### src/rtl/core_config_pkg.sv
// Core-wide configuration shared by the commit stage and its helpers.
package core_config_pkg;

    localparam int XLEN       = 32;
    localparam int REG_ADDR_W = 5;

    // Micro-code entry the PC is forced to when a halt trap is taken.
    localparam logic [XLEN-1:0] IF_TRAP_UCODE = 32'h0000_0200;

    typedef enum logic [1:0] {
        RUN   = 2'd0,
        TRAP  = 2'd1,
        DRAIN = 2'd2
    } commit_state_t;

endpackage

### src/rtl/commit_prio_picker.sv
// Picks up to NUM_WB channels from an eligible mask: aged channels first in
// PRIO_ORDER, then the remaining eligible channels in PRIO_ORDER.
module commit_prio_picker #(
    parameter int                   NUM_ALU    = 6,
    parameter int                   NUM_WB     = 2,
    // 4-bit channel index per entry, entry 0 (lowest nibble) is highest priority
    parameter logic [NUM_ALU*4-1:0] PRIO_ORDER = 24'h045321
) (
    input  logic [NUM_ALU-1:0]             eligible,
    input  logic [NUM_ALU-1:0]             aged,
    output logic [NUM_WB-1:0][NUM_ALU-1:0] grant,
    output logic [NUM_WB-1:0]              grant_vld
);

    logic [NUM_ALU-1:0] taken;
    logic               found;

    // Fill ports in order; each port takes the first untaken channel, aged pass before normal pass.
    always_comb begin
        taken     = '0;
        grant     = '0;
        grant_vld = '0;
        found     = 1'b0;
        for (int w = 0; w < NUM_WB; w++) begin
            found = 1'b0;
            for (int pass = 0; pass < 2; pass++) begin
                for (int k = 0; k < NUM_ALU; k++) begin
                    for (int c = 0; c < NUM_ALU; c++) begin
                        if (!found && (int'(PRIO_ORDER[k*4 +: 4]) == c) &&
                            eligible[c] && !taken[c] && ((pass == 1) || aged[c])) begin
                            found        = 1'b1;
                            grant[w][c]  = 1'b1;
                            grant_vld[w] = 1'b1;
                            taken[c]     = 1'b1;
                        end
                    end
                end
            end
        end
    end

endmodule

### src/rtl/commit_unit.sv
// Write-back / commit stage: grants ALU results to register-file ports,
// handles PC redirects and halt traps, and ages starving channels.
module commit_unit
    import core_config_pkg::*;
#(
    parameter int                   NUM_ALU      = 6,
    parameter int                   NUM_WB       = 2,
    parameter logic [NUM_ALU*4-1:0] PRIO_ORDER   = 24'h045321,
    parameter int                   STARVE_LIMIT = 8,
    parameter int                   FLUSH_CYCLES = 2
) (
    input  logic                                clk,
    input  logic                                rst_n,
    input  logic [NUM_ALU-1:0]                  alu_valid,
    input  logic [NUM_ALU-1:0]                  alu_error,
    input  logic [NUM_ALU-1:0]                  alu_req,
    input  logic [NUM_ALU-1:0][XLEN-1:0]        alu_res,
    input  logic [NUM_ALU-1:0][REG_ADDR_W-1:0]  alu_rd,
    output logic [NUM_ALU-1:0]                  alu_clear,
    output logic [NUM_WB-1:0][XLEN-1:0]         reg_data,
    output logic [NUM_WB-1:0][REG_ADDR_W-1:0]   reg_addr,
    output logic [NUM_WB-1:0]                   reg_we,
    output logic [XLEN-1:0]                     pc_value,
    output logic                                pc_we,
    output logic                                pc_enable,
    input  logic                                halt_needed,
    output logic                                issuer_flush,
    output logic                                commit_err,
    output logic [$clog2(NUM_ALU)-1:0]          commit_err_id
);

    localparam int ID_W  = $clog2(NUM_ALU);
    localparam int AGE_W = $clog2(STARVE_LIMIT + 1);
    localparam int CNT_W = (FLUSH_CYCLES > 1) ? $clog2(FLUSH_CYCLES) : 1;
    localparam logic [AGE_W-1:0] AGE_MAX  = AGE_W'(STARVE_LIMIT);
    localparam logic [CNT_W-1:0] CNT_INIT = CNT_W'(FLUSH_CYCLES - 1);

    commit_state_t                  state_q, state_d;
    logic [CNT_W-1:0]               cnt_q, cnt_d;
    logic [NUM_ALU-1:0]             clear_q, clear_d;
    logic [NUM_ALU-1:0][AGE_W-1:0]  age_q, age_d;

    logic [NUM_ALU-1:0]             eligible;
    logic [NUM_ALU-1:0]             aged;
    logic [NUM_ALU-1:0]             req_mask;
    logic [NUM_ALU-1:0]             pick_mask;
    logic [NUM_ALU-1:0]             granted;
    logic                           any_req;
    logic [NUM_WB-1:0][NUM_ALU-1:0] pick_grant;
    logic [NUM_WB-1:0]              pick_vld;

    assign alu_clear = clear_q;

    // Channels cleared this cycle are masked so a result is never committed twice;
    // when a redirect is pending only redirect channels compete.
    always_comb begin
        eligible  = alu_valid & ~clear_q;
        req_mask  = eligible & alu_req;
        any_req   = |req_mask;
        pick_mask = any_req ? req_mask : eligible;
        for (int i = 0; i < NUM_ALU; i++) begin
            aged[i] = (age_q[i] == AGE_MAX);
        end
    end

    commit_prio_picker #(
        .NUM_ALU    (NUM_ALU),
        .NUM_WB     (NUM_WB),
        .PRIO_ORDER (PRIO_ORDER)
    ) u_picker (
        .eligible  (pick_mask),
        .aged      (aged),
        .grant     (pick_grant),
        .grant_vld (pick_vld)
    );

    // Commit outputs and next FSM state; halt in RUN wins over redirect and grants.
    always_comb begin
        state_d      = state_q;
        cnt_d        = cnt_q;
        clear_d      = '0;
        granted      = '0;
        reg_data     = '0;
        reg_addr     = '0;
        reg_we       = '0;
        pc_value     = '0;
        pc_we        = 1'b0;
        pc_enable    = 1'b1;
        issuer_flush = 1'b0;
        if (rst_n) begin
            unique case (state_q)
                RUN: begin
                    if (halt_needed) begin
                        pc_value     = IF_TRAP_UCODE;
                        pc_we        = 1'b1;
                        issuer_flush = 1'b1;
                        pc_enable    = 1'b0;
                        clear_d      = '1;
                        state_d      = TRAP;
                        cnt_d        = CNT_INIT;
                    end else if (any_req) begin
                        for (int c = 0; c < NUM_ALU; c++) begin
                            if (pick_grant[0][c]) begin
                                pc_value = pc_value | alu_res[c];
                            end
                        end
                        pc_we        = 1'b1;
                        issuer_flush = 1'b1;
                        granted      = pick_grant[0];
                        clear_d      = granted;
                    end else begin
                        for (int w = 0; w < NUM_WB; w++) begin
                            if (pick_vld[w]) begin
                                for (int c = 0; c < NUM_ALU; c++) begin
                                    if (pick_grant[w][c]) begin
                                        reg_data[w] = reg_data[w] | alu_res[c];
                                        reg_addr[w] = reg_addr[w] | alu_rd[c];
                                    end
                                end
                                // x0 writes are discarded but the channel is still consumed
                                reg_we[w] = (reg_addr[w] != '0);
                                granted   = granted | pick_grant[w];
                            end
                        end
                        clear_d = granted;
                    end
                end
                TRAP, DRAIN: begin
                    issuer_flush = 1'b1;
                    pc_enable    = 1'b0;
                    if (cnt_q == '0) begin
                        state_d = RUN;
                    end else begin
                        state_d = DRAIN;
                        cnt_d   = cnt_q - 1'b1;
                    end
                end
                default: begin
                    state_d = RUN;
                end
            endcase
        end
    end

    // Saturating per-channel age: grows while eligible and passed over, resets on grant or idle.
    always_comb begin
        for (int i = 0; i < NUM_ALU; i++) begin
            if (!alu_valid[i] || granted[i]) begin
                age_d[i] = '0;
            end else if (eligible[i] && (age_q[i] != AGE_MAX)) begin
                age_d[i] = age_q[i] + 1'b1;
            end else begin
                age_d[i] = age_q[i];
            end
        end
    end

    // Error summary is independent of FSM state: lowest-index erroring channel.
    always_comb begin
        commit_err    = |alu_error;
        commit_err_id = '0;
        for (int i = NUM_ALU - 1; i >= 0; i--) begin
            if (alu_error[i]) begin
                commit_err_id = ID_W'(i);
            end
        end
    end

    // State, drain counter, consume strobes and ages.
    always_ff @(posedge clk) begin
        if (!rst_n) begin
            state_q <= RUN;
            cnt_q   <= '0;
            clear_q <= '0;
            age_q   <= '0;
        end else begin
            state_q <= state_d;
            cnt_q   <= cnt_d;
            clear_q <= clear_d;
            age_q   <= age_d;
        end
    end

endmodule

### config.mk
export PLATFORM = sky130hd
export DESIGN_NAME = commit_unit
export DESIGN_NICKNAME = d
export VERILOG_FILES = /design/src/rtl/core_config_pkg.sv /design/src/rtl/commit_prio_picker.sv /design/src/rtl/commit_unit.sv
export SDC_FILE = /design/constraint.sdc
export NUM_CORES = 1
export LEC_CHECK = 0
export ABC_CLOCK_PERIOD_IN_PS = 5090
export CORE_AREA = 2 2 140 142
export DETAILED_ROUTE_END_ITERATION = 7
export DIE_AREA = 0 0 142 144
export GPL_ROUTABILITY_DRIVEN = 1
export PLACE_DENSITY = 0.72
export SYNTH_ARGS = -nofsm -noshare
export SYNTH_HDL_FRONTEND = slang
export SYNTH_SLANG_ARGS = --single-unit
### constraint.sdc
create_clock -name clk -period 5.09 [get_ports clk]
set_input_delay 0.7635 -clock clk [delete_from_list [all_inputs] [get_ports clk]]
set_output_delay 0.7635 -clock clk [all_outputs]
set_load 0.005 [all_outputs]
# Word level (Yosys, flattened, before mapping)
# Index checks and enable logic that the tools add are counted.
# Widths: inputs -> output; s select.
op_classes:
  n_shift: 0
  n_div: 0
  addsub: 7
  bitwise_logic: 30
  muxes: 266
  n_reduce_logical: 124
  n_lt_le_gt_ge: 0
  eq_ne: 15
  mul: 0
op_table:
  columns: ["op", "count"]
  rows:
  - ["$mux 32", 93]
  - ["$or 32x32->32", 15]
  - ["$mux 5", 74]
  - ["$mux 64", 4]
  - ["$mux 6", 12]
  - ["$mux 1", 63]
  - ["$logic_and 1x1->1", 58]
  - ["$or 5x5->5", 10]
  - ["$logic_not 1->1", 45]
  - ["$mux 10", 4]
  - ["$add 4x1->4 const B", 6]
  - ["$eq 4x4->1 const B", 6]
  - ["$ne 4x4->1 const B", 6]
  - ["$mux 3", 6]
  - ["$reduce_or 2->1", 7]
  - ["$and 6x6->6", 2]
  - ["$mux 2", 6]
  - ["$reduce_or 6->1", 2]
  - ["$reduce_bool 5->1", 2]
  - ["$logic_or 1x1->1", 6]
  - ["$not 6->6", 1]
  - ["$or 6x6->6", 1]
  - ["$pmux 1 s2", 3]
  - ["$pmux 2 s2", 1]
  - ["other kinds (8)", 9]
word_totals:
  ram_bits: 0
  reg_bits: 33
  memories: 0
  latch_bits: 0
  inputBits: 243
  romBits: 0
  word_cells: 451

# Depth between registers and ports, before layout
logic_depth:
  depth_word: 131
  ltp_mapped: 17
  depth_no_buf: 13

# Hierarchy
# Synthesis repeated with hierarchy kept, for this count alone.
hier_totals:
  hier_cells: 744
  hier_area_um2: 5167.5
modules_own_cells:
  columns: ["mod", "instances", "cells_per_inst", "area_each_um2", "seq_area_each_um2"]
  rows:
  - ["commit_unit", 1, 671, 4704.5, 660.6]
  - ["commit_prio_picker", 1, 73, 462.9, 0.0]

# Worst setup path after synthesis
# No wires, ideal clock.
synth_path:
  path_kind: "input-to-output"
  from: "in alu_req[4]"
  to: "out reg_we[1]"
  path_slack_ns: 1.086
  arrival_ns: 3.241
  required_ns: 4.326
  stages: 11
  cell_sequence: "nand3b_1 > nand4_2 > o31ai_1 > nor2_1 > a32o_1 > and2_4 > a22o_1 > a22o_1 > a211o_1 > a221oi_1 > a41oi_2"
synth_between:
  elab_chain_len: 129
  word_cells_on_any_way: 192
synth_lines:
  columns: ["item", "line_no", "text"]
  rows:
  - ["from (decl)", "commit_unit.sv:16", "input logic [NUM_ALU-1:0] alu_req,"]
  - ["$and 6x6->6 *", "commit_unit.sv:58", "req_mask = eligible & alu_req;"]
  - ["$reduce_or 6->1", "commit_unit.sv:59", "any_req = |req_mask;"]
  - ["$mux 6", "commit_unit.sv:60", "pick_mask = any_req ? req_mask : eligible;"]
  - ["$logic_and 1x1->1", "commit_prio_picker.sv:30", "eligible[c] && !taken[c] && ((pass == 1) || aged[c])) begin"]
  - ["$mux 1", "commit_prio_picker.sv:29", "if (!found && (int'(PRIO_ORDER[k*4 +: 4]) == c) &&"]
  - ["$logic_not 1->1", null, null]
  - ["$logic_and 1x1->1", "commit_prio_picker.sv:29", null]
  - ["$logic_and 1x1->1", "commit_prio_picker.sv:30", null]
  - ["[... 113 more ...]", null, null]
  - ["$mux 5", "commit_unit.sv:91", "unique case (state_q)"]
  - ["$mux 5", "commit_unit.sv:90", "if (rst_n) begin"]
  - ["$reduce_bool 5->1", "commit_unit.sv:121", "reg_we[w] = (reg_addr[w] != '0);"]
  - ["$mux 1", "commit_unit.sv:113", "if (pick_vld[w]) begin"]
  - ["$mux 2 *", "commit_unit.sv:101", "end else if (any_req) begin"]
  - ["$mux 2 *", "commit_unit.sv:93", "if (halt_needed) begin"]
  - ["$mux 2 *", "commit_unit.sv:91", null]
  - ["$mux 2 *", "commit_unit.sv:90", null]
  - ["to (decl)", "commit_unit.sv:22", "output logic [NUM_WB-1:0] reg_we,"]
# Every way passes the cells marked *; elsewhere a longest branch is shown, timed or not. The select of a mux whose other input is x is not followed.

# Worst setup path after layout
layout_path:
  from: "in alu_req[1]"
  to: "out pc_value[1]"
layout_between:
  elab_chain_len: 84
  word_cells_on_any_way: 99
layout_lines:
  columns: ["item", "line_no", "text"]
  rows:
  - ["$and 6x6->6 *", "commit_unit.sv:58", null]
  - ["$reduce_or 6->1", "commit_unit.sv:59", null]
  - ["$mux 6", "commit_unit.sv:60", null]
  - ["$logic_and 1x1->1", "commit_prio_picker.sv:30", null]
  - ["$mux 1", "commit_prio_picker.sv:29", null]
  - ["$logic_not 1->1", null, null]
  - ["$logic_and 1x1->1", "commit_prio_picker.sv:29", null]
  - ["$logic_and 1x1->1", "commit_prio_picker.sv:30", null]
  - ["[... 68 more ...]", null, null]
  - ["$mux 32", "commit_unit.sv:91", null]
  - ["$mux 32", "commit_unit.sv:90", null]
  - ["$or 32x32->32", "commit_unit.sv:104", "pc_value = pc_value | alu_res[c];"]
  - ["$mux 32", "commit_unit.sv:103", "if (pick_grant[0][c]) begin"]
  - ["$mux 32 *", "commit_unit.sv:101", null]
  - ["$mux 32 *", "commit_unit.sv:93", null]
  - ["$mux 32 *", "commit_unit.sv:91", null]
  - ["$mux 32 *", "commit_unit.sv:90", null]
  - ["to (decl)", "commit_unit.sv:23", "output logic [XLEN-1:0] pc_value,"]
# Marked as above.

==> impl_metrics.tcl <==
set metrics [dict create \
    status "finished, violations left" \
    violations "DRC" \
    grt_usage_pct 33.67 \
    ys_warn_count 0 \
    postRouteAntennaNets 0 \
    worstPathRequired_ns 4.33 \
    io_buffers 363 \
    ys_seq_elements 33 \
    synthToLayoutAreaGrowth_pct 118.0 \
    initial_core_util_pct 29.36 \
    grt_pass1_vias 9045 \
    grt_pass1_wl_um 53410 \
    synthTopCellsByCount "nand2_1, nor2_1, a22oi_1" \
    hold_viol 0 \
    setup_tns_ns 0 \
    num_io_pins 364 \
    wire_per_inst_um 23.82 \
    fin_crit_sh_pct 99.29 \
    setup_violations 0 \
    die_area_mm2 0.02045 \
    vias 9539 \
    place_area_mm2 0.01092 \
    cp-start-kind "input pin" \
    rsz0062_at_grt "yes" \
    maxSlewHeadroom_pct 61.60 \
    report.final.slew_viol_count 0 \
    cts_tree "done" \
    row_count 51 \
    synth_edf_count 0 \
    wl_um 38130 \
    drtIter0Drc 1153 \
    fin_cells 1601 \
    root_buffer "clkbuf_16" \
    grt_antenna_before_repair 1 \
    yosys-top-cells-area "nand2_1, dfxtp_1, a22oi_1, nor2_1, a222oi_1" \
    clk_pin_slew_worst_paths_ns 0.05 \
    place.gp.congestion 1.015 \
    overflow 0 \
    grt_max_degree 24 \
    critical_path_arrival_ns 4.29 \
    die_w_um 142 \
    ys_types 81 \
    cap_violations 0 \
    p_per_area_mw_per_mm2 147.0 \
    yosysMostFrequentCell "nand2_1" \
    async_flop_share_pct 0 \
    cpPeakStageDelay_ns 0.46 \
    p_leak_nw 5.168 \
    place_inst 1549 \
    post-synth-top-area-cell "nand2_1" \
    insertion_delay_ns 0.28 \
    clock_path_buffers 2 \
    min_period_ns 5.054 \
    fill_cells 1681 \
    ys.flop_type "dfxtp_1" \
    h-tree-depth 2 \
    dr.pass1.iters 8 \
    cts.sinks 33 \
    postLayoutCoreUtil_pct 63.99 \
    core_mm2 0.01908 \
    cts_buffers 5 \
    fp.dieH_um 144 \
    final_design_area_no_fill_mm2 0.01221 \
    seq_area_frac_synth_pct 11.79 \
    nNetsFinal 1619 \
    syn_area_mm2 0.005602 \
    cp_slowest_cell "clkdlybuf4s50_1" \
    synth.net_count 1087 \
    worstSetupPathType "in -> out" \
    clock_skew_ns 0.004659 \
    cts_hold_buf 0 \
    crit_top_cell "buf_4" \
    peakVddDrop_mv 0.1820 \
    hp-class "reg -> reg" \
    drive_above_1_share_pct 25.70 \
    netlist.area_leader.share_pct 11.86 \
    vias_per_cell 5.958 \
    worstMarginPinSlew_ns 0.5747 \
    critPathCaptureType "output pin" \
    drc 12 \
    syn_avg_cell_area_um2 6.749 \
    dpl.hpwl_um 29410 \
    crit_chain "clkdlybuf4s50_1, nand3b_1, nand4_4, buf_6, buf_4, nor2_4, buf_6, o21ai_0, buf_4, a41oi_4, buf_4, nor2_4, buf_12, buf_8, a22oi_1, nand2_1, a221oi_2, buf_4, nor2_1, clkdlybuf4s50_1" \
    cp_max_fo 8 \
    syn_inst 830 \
    max_freq_mhz 197.9 \
]
[layout make-up]
cell class / count / area [um2] / area share, %
inverter: 19 / 71.32 / 0.5841
timing repair buffer: 592 / 5888 / 48.23
sequential: 33 / 660.6 / 5.411
antenna: 1 / 2.502 / 0.02050
clock buffer: 7 / 142.6 / 1.168
multi-input combinational: 711 / 5146 / 42.15
tap: 238 / 297.8 / 2.439
[critical path, delay by kind of cell]
family / cells / cell delay, ns
simple gates: 6 / 0.63
compound gates: 4 / 0.73
buf+inv: 10 / 2.12
[metal layers]
layer / vias up / GRT usage (%) / share of wire, %
li1: 4309 / - / -
met1: 4531 / 42.29 / 39
met2: 601 / 55.84 / 46
met3: 98 / 10.93 / 11
met4: 0 / 8.368 / 3.2
met5: - / 0 / 0
[metrics by stage]
step	hold WS [ns]	setup WS, ns	total power, mW
after global routing	0.5095	-0.06087	1.872
after detailed placement	0.4832	-0.3091	1.316
final	0.4925	0.03617	1.795
after floorplan	0.4550	1.086	0.6777
after global placement	0.4673	-0.2227	1.314
after CTS	0.4894	-0.07325	1.662
[kinds of logic after synthesis]
group	synth area share, %
multiplexers	0.2010
buffers and inverters	7.371
AND/OR/NAND/NOR	31.18
XOR/XNOR	3.127
adder cells (fa/ha/maj)	3.127
AO/OA/AOI/OAI	43.20
flip-flops	11.79
[worst paths after layout]
| path | slack, ns | cells past startpoint | endpoint | startpoint |
|---|---|---|---|---|
| worst min-delay path | 0.49 | 2 | state_q[0] | state_q[0] |
| worst max-delay path | 0.04 | 20 | pc_value[1] | alu_req[1] |
| worst max register to register | 1.37 | 18 | age_q[19] | age_q[20] |
| worst min register to register | 0.49 | 2 | state_q[0] | state_q[0] |
[power breakdown]
group	internal [mW]	leakage [nW]	switching [mW]	total, mW
combinational	0.655	4.83	0.566	1.22
sequential	0.269	0.269	0.00822	0.277
clock	0.192	0.0700	0.105	0.297
total	1.12	5.17	0.679	1.79
[placed cells by master (no fill, tap or decap), drive strengths merged, types with 8 or more instances in the layout]
cell and n:
clkdlybuf4s50 307, buf 227, nand2 178, nor2 112, a22oi 75, a221oi 37
a222oi 36, a21oi 35, a41oi 34, dfxtp 33, dlymetal6s2s 32, nand3 21
inv 18, clkbuf 16, ha 14, dlygate4sd2 14, nand4 13, nand3b 13
o21ai 13, xor2 12, xnor2 8
[repair_timing]
item / 4_1_cts / 5_1_grt
pin swaps: 25 / 21
resized for setup: 69 / 119
endpoints found under the setup margin: 98 / 101
setup buffers: 12 / 25
cloned: 2 / 5
[flip-flops by register name, indices dropped and copies added (netlist names)]
register   flops
age_q         24
alu_clear      6
cnt_q          1
state_q        2
(Power assumes the default switching activity.)
